===== src/rtl/up_expand.sv =====
`default_nettype none
// ============================================================================
// Module   : up_expand
// Purpose  : Expands (value, run) tokens back into 8-byte rows for the
//            inverse transform row loader. Rows are presented on y1..y8
//            under a valid/ready handshake.
// Options  : UP_EXPAND_SPILL_EN - when defined, run bytes past position 7
//            carry into the next row; when undefined they are dropped and
//            trunc pulses for one cycle.
// Revision : 1.0 - initial release
// ============================================================================
module up_expand #(
  parameter int DW = 8
) (
  input  logic          clk,
  input  logic          rst,
  input  logic          in_valid,
  output logic          in_ready,
  input  logic [DW-1:0] in_data,
  input  logic [2:0]    in_run,
  input  logic          in_last,
  output logic          out_valid,
  input  logic          out_ready,
  output logic [DW-1:0] y1,
  output logic [DW-1:0] y2,
  output logic [DW-1:0] y3,
  output logic [DW-1:0] y4,
  output logic [DW-1:0] y5,
  output logic [DW-1:0] y6,
  output logic [DW-1:0] y7,
  output logic [DW-1:0] y8,
  output logic          trunc
);

  localparam logic [1:0] FILL   = 2'd0;
  localparam logic [1:0] EXPAND = 2'd1;
  localparam logic [1:0] HOLD   = 2'd2;

  logic [1:0]    state_q, state_d;
  logic [2:0]    ptr_q,   ptr_d;
  logic [3:0]    rem_q,   rem_d;
  logic [DW-1:0] val_q,   val_d;
  logic          last_q,  last_d;
  logic          trunc_q, trunc_d;
  logic [DW-1:0] row_q [8];
  logic [DW-1:0] row_d [8];
  logic [3:0]    rem_dec;

  assign in_ready  = (state_q == FILL);
  assign out_valid = (state_q == HOLD);
  assign trunc     = trunc_q;

  assign y1 = row_q[0];
  assign y2 = row_q[1];
  assign y3 = row_q[2];
  assign y4 = row_q[3];
  assign y5 = row_q[4];
  assign y6 = row_q[5];
  assign y7 = row_q[6];
  assign y8 = row_q[7];

  // Next-state logic: token capture, one byte written per EXPAND cycle, row hold.
  always_comb begin
    state_d = state_q;
    ptr_d   = ptr_q;
    rem_d   = rem_q;
    val_d   = val_q;
    last_d  = last_q;
    trunc_d = 1'b0;
    for (int i = 0; i < 8; i++) begin
      row_d[i] = row_q[i];
    end
    // Padding runs with rem already at 0, so saturate rather than wrap.
    rem_dec = (rem_q != 4'd0) ? (rem_q - 4'd1) : 4'd0;

    case (state_q)
      FILL: begin
        if (in_valid) begin
          val_d   = in_data;
          rem_d   = {1'b0, in_run} + 4'd1;
          last_d  = in_last;
          state_d = EXPAND;
        end
      end

      EXPAND: begin
        row_d[ptr_q] = val_q;
        ptr_d        = ptr_q + 3'd1;
        rem_d        = rem_dec;
        if (ptr_q == 3'd7) begin
          // A full row always goes to HOLD, even if the token ended exactly here.
          state_d = HOLD;
`ifdef UP_EXPAND_SPILL_EN
          // Leftover run bytes stay in rem and resume after the row is released.
`else
          if (rem_dec != 4'd0) begin
            rem_d   = 4'd0;
            trunc_d = 1'b1;
          end
`endif
        end else if ((rem_dec == 4'd0) && !last_q) begin
          state_d = FILL;
        end
        // Otherwise keep expanding: either run bytes remain or the last
        // token pads the rest of the row with its value.
      end

      HOLD: begin
        if (out_ready) begin
          ptr_d = 3'd0;
          if (rem_q != 4'd0) begin
            state_d = EXPAND;
          end else begin
            state_d = FILL;
            last_d  = 1'b0;
          end
        end
      end

      default: begin
        state_d = FILL;
      end
    endcase
  end

  // State and datapath registers; reset discards any partial or held row.
  always_ff @(posedge clk) begin
    if (rst) begin
      state_q <= FILL;
      ptr_q   <= 3'd0;
      rem_q   <= 4'd0;
      val_q   <= '0;
      last_q  <= 1'b0;
      trunc_q <= 1'b0;
      for (int i = 0; i < 8; i++) begin
        row_q[i] <= '0;
      end
    end else begin
      state_q <= state_d;
      ptr_q   <= ptr_d;
      rem_q   <= rem_d;
      val_q   <= val_d;
      last_q  <= last_d;
      trunc_q <= trunc_d;
      for (int i = 0; i < 8; i++) begin
        row_q[i] <= row_d[i];
      end
    end
  end

endmodule
`default_nettype wire


===== config.mk =====
export PLATFORM = sky130hd
export DESIGN_NAME = up_expand
export DESIGN_NICKNAME = d
export VERILOG_FILES = /design/src/rtl/up_expand.sv
export SDC_FILE = /design/constraint.sdc
export NUM_CORES = 1
export LEC_CHECK = 0
export ABC_AREA = 0
export ABC_CLOCK_PERIOD_IN_PS = 1400
export BUFFER_PORTS_ARGS = -buffer_cell sky130_fd_sc_hd__buf_2
export CAP_MARGIN = 5
export CELL_PAD_IN_SITES_DETAIL_PLACEMENT = 0
export CELL_PAD_IN_SITES_GLOBAL_PLACEMENT = 1
export CORE_UTILIZATION = 35
export CTS_BUF_LIST = sky130_fd_sc_hd__clkbuf_4 sky130_fd_sc_hd__clkbuf_8
export DETAILED_ROUTE_END_ITERATION = 10
export PLACE_DENSITY = 0.74
export SETUP_SLACK_MARGIN = 0.3
export SLEW_MARGIN = 20
export SYNTH_ARGS = -nofsm -noshare
export SYNTH_HDL_FRONTEND = slang
export SYNTH_SLANG_ARGS = --single-unit

===== constraint.sdc =====
create_clock -name clk -period 1.4 [get_ports clk]
set_clock_uncertainty 0.15 [all_clocks]
set_input_delay 0 -clock clk [delete_from_list [all_inputs] [get_ports clk]]
set_output_delay 0 -clock clk [all_outputs]
set_load 0.03 [all_outputs]

==> run metrics, run 1 <==
Relative slew margins 59.96%; worst setup slack before clock tree synthesis -128.1 ps; startpoint-to-endpoint class of the critical path flop to flop; post-synthesis instance total 419; Residual DRC 0; wire length of the first global-routing pass 17,170 um; Critical Path Fanout Max 4; required time of the critical path 1510 ps; number of inserted filler cells in the final layout 848; unrepaired setup endpoints after global routing true; maximum capacitance violations 0; antenna violations before repair 0; post-layout instance count excluding filler cells 678; average cell area after synthesis 8.445 um^2; maximum vdd drop 0.5720 mV; FF+latch count, synth 83; sequential share of the synthesized area 46.96%; portion of the clock cycle consumed by the worst path in the final layout 106.1%; leading cell type by number of instances after synthesis dfxtp_1; final setup fails 62; dominant register cell in the synthesized netlist dfxtp_1; post-route ant nets 0; Async S/R FF share, synth 0%; last weighted congestion value of the routability-driven placer 0.8052; Horiz. Die Dim 102.5 um; mapped cell area 3538 um^2; overall die area 10,520 um^2; Final Net Count 559; Static Leak 2.093 nW; maximum operating frequency 673.4 MHz; final routed wirelength across all metal layers 11,600 um; via count of the first global-routing pass 3,359; synthesized-area fraction occupied by xor and xnor cells 0.2475%; power density relative to cell area 983.0 nW/um^2; Yosys Warn Count 0; Worst Setup End Kind flop; clock tree from TritonCTS built; share of the synthesized area in compound gates (AO/OA/AOI/OAI) 23.34%; overall fraction of global-route tracks in use 21.33%; final critical-path required period 1485 ps; clock sink count 83; final worst-path setup slack -85.08 ps; count of pins on the block boundary 83; Synth Area in Adders 1.061%; multiplexer share of the synthesized area 2.581%; leading area contributor after synthesis dfxtp_1; run status finished with violations; syn_nets 438; unique cell type count in the Yosys netlist 48; most used cell, CP ha_4; maximum clock insertion buffer count 2; CTS clock-pin slew for the worst setup and hold paths 90 ps; vias per cell 5.407; main area contributors after synthesis dfxtp_1 (47%), a21oi_1 (9.9%), nand3_1 (9.2%); first drt pass iteration count 4; TritonCTS Buffers 9; transition time of the tightest slew-check pin 599.7 ps; synth cell count leaders dfxtp_1 (83), a21oi_1 (70), nand3_1 (65), o21ai_0 (65), clkbuf_1 (26); antenna fix cells 0; number of DRC markers in iteration 0 232; CP Cell Sequence ha_4 > ha_4 > nor3b_4 > nand2_1 > a221oi_2; Min-Delay Path Depth 3; fraction of post-synthesis cell area in the top cell type by area 46.96%; source-to-sink clock delay at the later pin of the worst-skew pair 350 ps; DIE HEIGHT 102.5 um; global route overflow 0; count of vias placed by the detailed router 3,666; fraction of layout cells with a size suffix above 1 52.11%; Core Footprint 9774 um^2; number of port buffers 82; Critical Path Source Type flop; Worst path max stage delay 350 ps; master cell of the clock root buffer clkbuf_8; class of the most critical hold timing path primary input to flop; detailed-placement wirelength estimate 6606 um; max-slew violation total from the final report 0; violated checks setup timing; largest family of logic cells by synthesized area compound AO/OA/AOI/OAI gates; simple-gate share of the synthesized area 19.27%; largest net degree at the start of global routing 55; Critical-path top delay cell dfxtp_2; Initial Utilization 36.20%; crit path DAT 1590 ps; H-tree levels 3; Site Rows 36; number of synthesized flops with an enable pin 0; average wire per cell in the routed design 17.12 um; area grow syn2layout 60.36%; count of final hold-check violations 0; cell count after placement 625; number of cells on the worst reg-to-reg path 5
## report_power, final
part	total [mW]	switching, mW	internal, mW
sequential	2.48	0.0737	2.41
combinational	1.10	0.616	0.487
clock	1.99	0.905	1.08
## path summary, 6_finish.rpt
check                             startpoint  slack [ps]      endpoint
worst max-delay path                ptr_q[1]         -90    state_q[0]
worst min-delay path                     rst           2  row_q[1][22]
worst max register to register      ptr_q[1]         -90    state_q[0]
worst min register to register  row_q[0][15]         310  row_q[0][15]
## registers in the layout, summed over array words and instances, names as in the netlist
signal and cells:
ptr_q 3, row_q 64, rem_q 4, trunc 1
val_q 8, last_q 1, state_q 2
## logic make-up after synthesis
logic type | after synthesis
AO/OA/AOI/OAI | 153
XOR/XNOR | 1
adder cells (fa/ha/maj) | 3
buffers and inverters | 49
flip-flops | 83
multiplexers | 9
AND/OR/NAND/NOR | 121
## stage by stage
step | TNS [ps] | total power [mW] | hold slack (ps) | instance area [um^2] | utilization, %
after floorplan | -899.6 | 3.044 | -2.796 | 3716 | -
after global placement | -387.4 | 3.259 | 92.56 | 4333 | 44.33
after detailed placement | -974.4 | 3.270 | 102.8 | 4333 | 44.33
after CTS | -1511 | 5.478 | -22.93 | 5186 | 53.06
after global routing | -5737 | 5.770 | 13.72 | 5674 | 58.05
final | -2016 | 5.578 | 2.156 | 5674 | 58.05
## layout make-up
type | count | area, um^2 | share of cell area (%)
sequential | 83 | 1679 | 29.59
clock inverter | 5 | 82.58 | 1.455
inverter | 1 | 3.754 | 0.06615
multi-input combinational | 288 | 2276 | 40.11
tap | 133 | 166.4 | 2.933
clock buffer | 11 | 145.1 | 2.558
timing repair buffer | 157 | 1321 | 23.29
## worst max-delay path, delay by kind of cell, from the launching register on
kind,cells,cell delay (ps)
flip-flops,1,350
AND/OR/NAND/NOR,2,330
adder cells (fa/ha/maj),2,320
AO/OA/AOI/OAI,1,240
## layout by cell type (no fill, tap or decap), drive strengths merged, types with 3 or more instances in the layout
cell type,Yosys,routed
buf,18,134
dfxtp,83,83
a21oi,70,70
o21ai,66,66
nand3,65,65
clkbuf,30,20
nor2,17,17
dlygate4sd3,0,14
mux2i,8,8
nand2b,6,6
nand2,5,5
nor3b,5,5
nor2b,4,4
nand3b,3,3
or3,2,3
a211oi,3,3
ha,3,3
inv,1,3
## layer usage
metal	share of wire [%]	wire, um	global-route usage [%]	vias up
li1	-	-	-	1742
met3	4.7	547	2.915	12
met4	1.5	170	7.912	0
met2	50	5749	35.38	92
met1	44	5136	28.25	1820
met5	0	0	0	-
## repair_timing
| action | CTS | global route |
|---|---|---|
| hold buffers | 14 | 0 |
| gates cloned | 6 | 0 |
| hold endpoints to repair | 19 | 0 |
| buffers inserted | 15 | 2 |
| endpoints found under the setup margin | 85 | 89 |
| resized for setup | 88 | 130 |
| pin swaps | 29 | 36 |
Power figures use the tool's default switching activity.
==> run 2, diff against run 1 <==
PLACE_DENSITY = default   (was 0.74)
PLACE_DENSITY_LB_ADDON = 0.2   (was default)
==> run metrics, run 2 (synthesis gave the netlist of run 1 again) <==
maximum operating frequency 662.0 MHz (-1.7%); class of the most critical hold timing path primary input to flop; CTS clock-pin slew for the worst setup and hold paths 80 ps (about the same); number of DRC markers in iteration 0 181 (-22%); CP Cell Sequence buf_6 > nor3b_4 > buf_6 > buf_12 > mux2i_2 > nor2_1; detailed-placement wirelength estimate 6801 um (+2.9%); overall fraction of global-route tracks in use 22.08% (+0.75 points); final worst-path setup slack -110.5 ps (-25.40 ps); required time of the critical path 1480 ps (-30 ps); final core utilization 56.94% (-1.1 points); Worst path max stage delay 390 ps (+40 ps); Site Rows 36 (unchanged); count of pins on the block boundary 83 (unchanged); antenna fix cells 0 (unchanged); number of port buffers 82 (unchanged); startpoint-to-endpoint class of the critical path flop to flop; R2R Path End val_q[3]; Final Net Count 568 (+1.6%); Worst Setup End Kind flop; most frequent cells in the layout dfxtp_1 (74), a21oi_1 (65), buf_2 (56), nand3_1 (46), buf_4 (40); Initial Utilization 36.20% (unchanged); final critical-path required period 1510 ps (+25.40 ps); number of cells on the worst reg-to-reg path 6 (+1); startpoint of the worst-slack reg-to-reg timing path state_q[1]; launch instance of the worst min-delay path out_ready; unrepaired setup endpoints after global routing true; portion of the clock cycle consumed by the worst path in the final layout 107.9% (+1.8 points); TritonCTS Buffers 9 (unchanged); total stage count of the critical path 6 (+1); master cell of the clock root buffer clkbuf_8; global route overflow 0 (unchanged); met2 Use GR 34.72% (-0.67 points); Horiz. Die Dim 102.5 um (unchanged); most common cell after layout, fill and taps aside dfxtp_1; count of final hold-check violations 0 (unchanged); crit path DAT 1600 ps (about the same); met3 GRT Util 5.017% (+2.1 points); Critical Path Fanout Max 8 (+4); largest net degree at the start of global routing 49 (-11%); wire length of the first global-routing pass 17,640 um (+2.7%); largest register by flop count row_q; fraction of layout cells with a size suffix above 1 47.29% (-4.8 points); Critical Path Source Type flop; placed cell area 4388 um^2 (+1.3%); Static Leak 2.131 nW (+1.8%); aggregate negative setup slack -2391 ps (-374.6 ps); setup slack of the most critical reg-to-reg path -110 ps (-30 ps); post-route ant nets 0 (unchanged); terminating pin of the worst hold path state_q[0]; area grow syn2layout 57.28%; max-slew violation total from the final report 0 (unchanged); flip-flop count of the largest register, all copies and words added 64 (unchanged); count of vias placed by the detailed router 3,631 (-0.95%); met1 GRT Util 30.42% (+2.2 points); clock tree from TritonCTS built; maximum clock insertion buffer count 2 (unchanged); antenna violations before repair 0 (unchanged); global routing's busiest layer met2; average wire per cell in the routed design 16.82 um (-1.7%); final routed wirelength across all metal layers 11,560 um (-0.42%); clock sink count 83 (unchanged); Relative slew margins 65.79% (+5.8 points); post-route standard cell area excluding fillers 5565 um^2 (-1.9%); source-to-sink clock delay at the later pin of the worst-skew pair 350 ps (about the same); maximum capacitance violations 0 (unchanged); overall die area 10,520 um^2 (unchanged); Bufs and invs on worst path 3 (+3); Critical-path top delay cell dfxtp_4; Regs by FF count row_q x64, val_q x8, rem_q x4; DIE HEIGHT 102.5 um (unchanged); maximum vdd drop 0.4403 mV (-23%); violated checks setup timing; last weighted congestion value of the routability-driven placer 0.7161 (-11%); transition time of the tightest slew-check pin 512.5 ps (-87.29 ps); worst setup slack before clock tree synthesis -189.7 ps (-61.62 ps); Residual DRC 0 (unchanged); final setup fails 46 (-26%); most used cell, CP buf_6; Core Footprint 9774 um^2 (unchanged); crit-path leading delay family flip-flops; first drt pass iteration count 4 (unchanged); vias per cell 5.285 (-2.3%); H-tree levels 3 (unchanged); via count of the first global-routing pass 3,284 (-2.2%); run status finished with violations; Min-Delay Path Depth 4 (+1); power density relative to cell area 970.4 nW/um^2 (-1.3%)
run 2: cell count changes in the layout (fill, tap and decap cells not counted), sizes merged:
cell      change
bufinv        -1
clkinvlp      +1
buf           +8
clkbuf        +2
inv           -1
run 2: tightest hold or removal path: stages:
cell      delay (ps)
buf_2             90
mux2_2           150
o21bai_1          80
a221oi_2         160
run 2: area by class of cell:
cell class | count | area (um^2)
repair buffers | 166 | 1468
well taps | 133 | 166.4
inverters | 1 | 3.754
clock buffers | 12 | 152.6
multi-input cells | 288 | 2043
flip-flops and latches | 83 | 1683
clock inverters | 4 | 48.80
fillers | 879 | 4209
run 2: report_power, final:
group,internal (mW),switching (mW)
clock network,0.913,0.862
logic,0.536,0.608
registers,2.41,0.0717
run 2: stage by stage:
stage          std cells  power, mW  hold WS (ps)
2_1_floorplan        419      3.044        -2.796
3_3_place_gp         629      3.298         87.70
3_5_place_dp         629      3.311         100.6
4_1_cts              681      5.350         27.68
5_1_grt              687      5.640         34.79
6_report             687      5.400         26.16
run 2: what timing repair did:
item	4_1_cts	5_1_grt
hold buffers	14	0
endpoints found under the hold margin	30	0
endpoints found under the setup margin	85	104
resized for setup	110	77
gates cloned	6	2
pin swaps	37	23
buffers inserted	16	4
run 2: how the worst max path moves through the flow:
stage	start	endpoint	slack, ps
after floorplan	ptr_q[1]	row_q[1][7]	-60
after global placement	ptr_q[1]	state_q[0]	-120
after detailed placement	ptr_q[1]	state_q[0]	-190
after CTS	ptr_q[1]	rem_q[2]	-130
after global routing	state_q[1]	val_q[7]	-170
final	state_q[1]	val_q[3]	-110
run 2: layer usage:
layer / up-vias / part of all wire (%)
met4: 0 / 0.77
met2: 100 / 48
met5: - / 0
met1: 1753 / 44
li1: 1770 / -
met3: 8 / 6.8
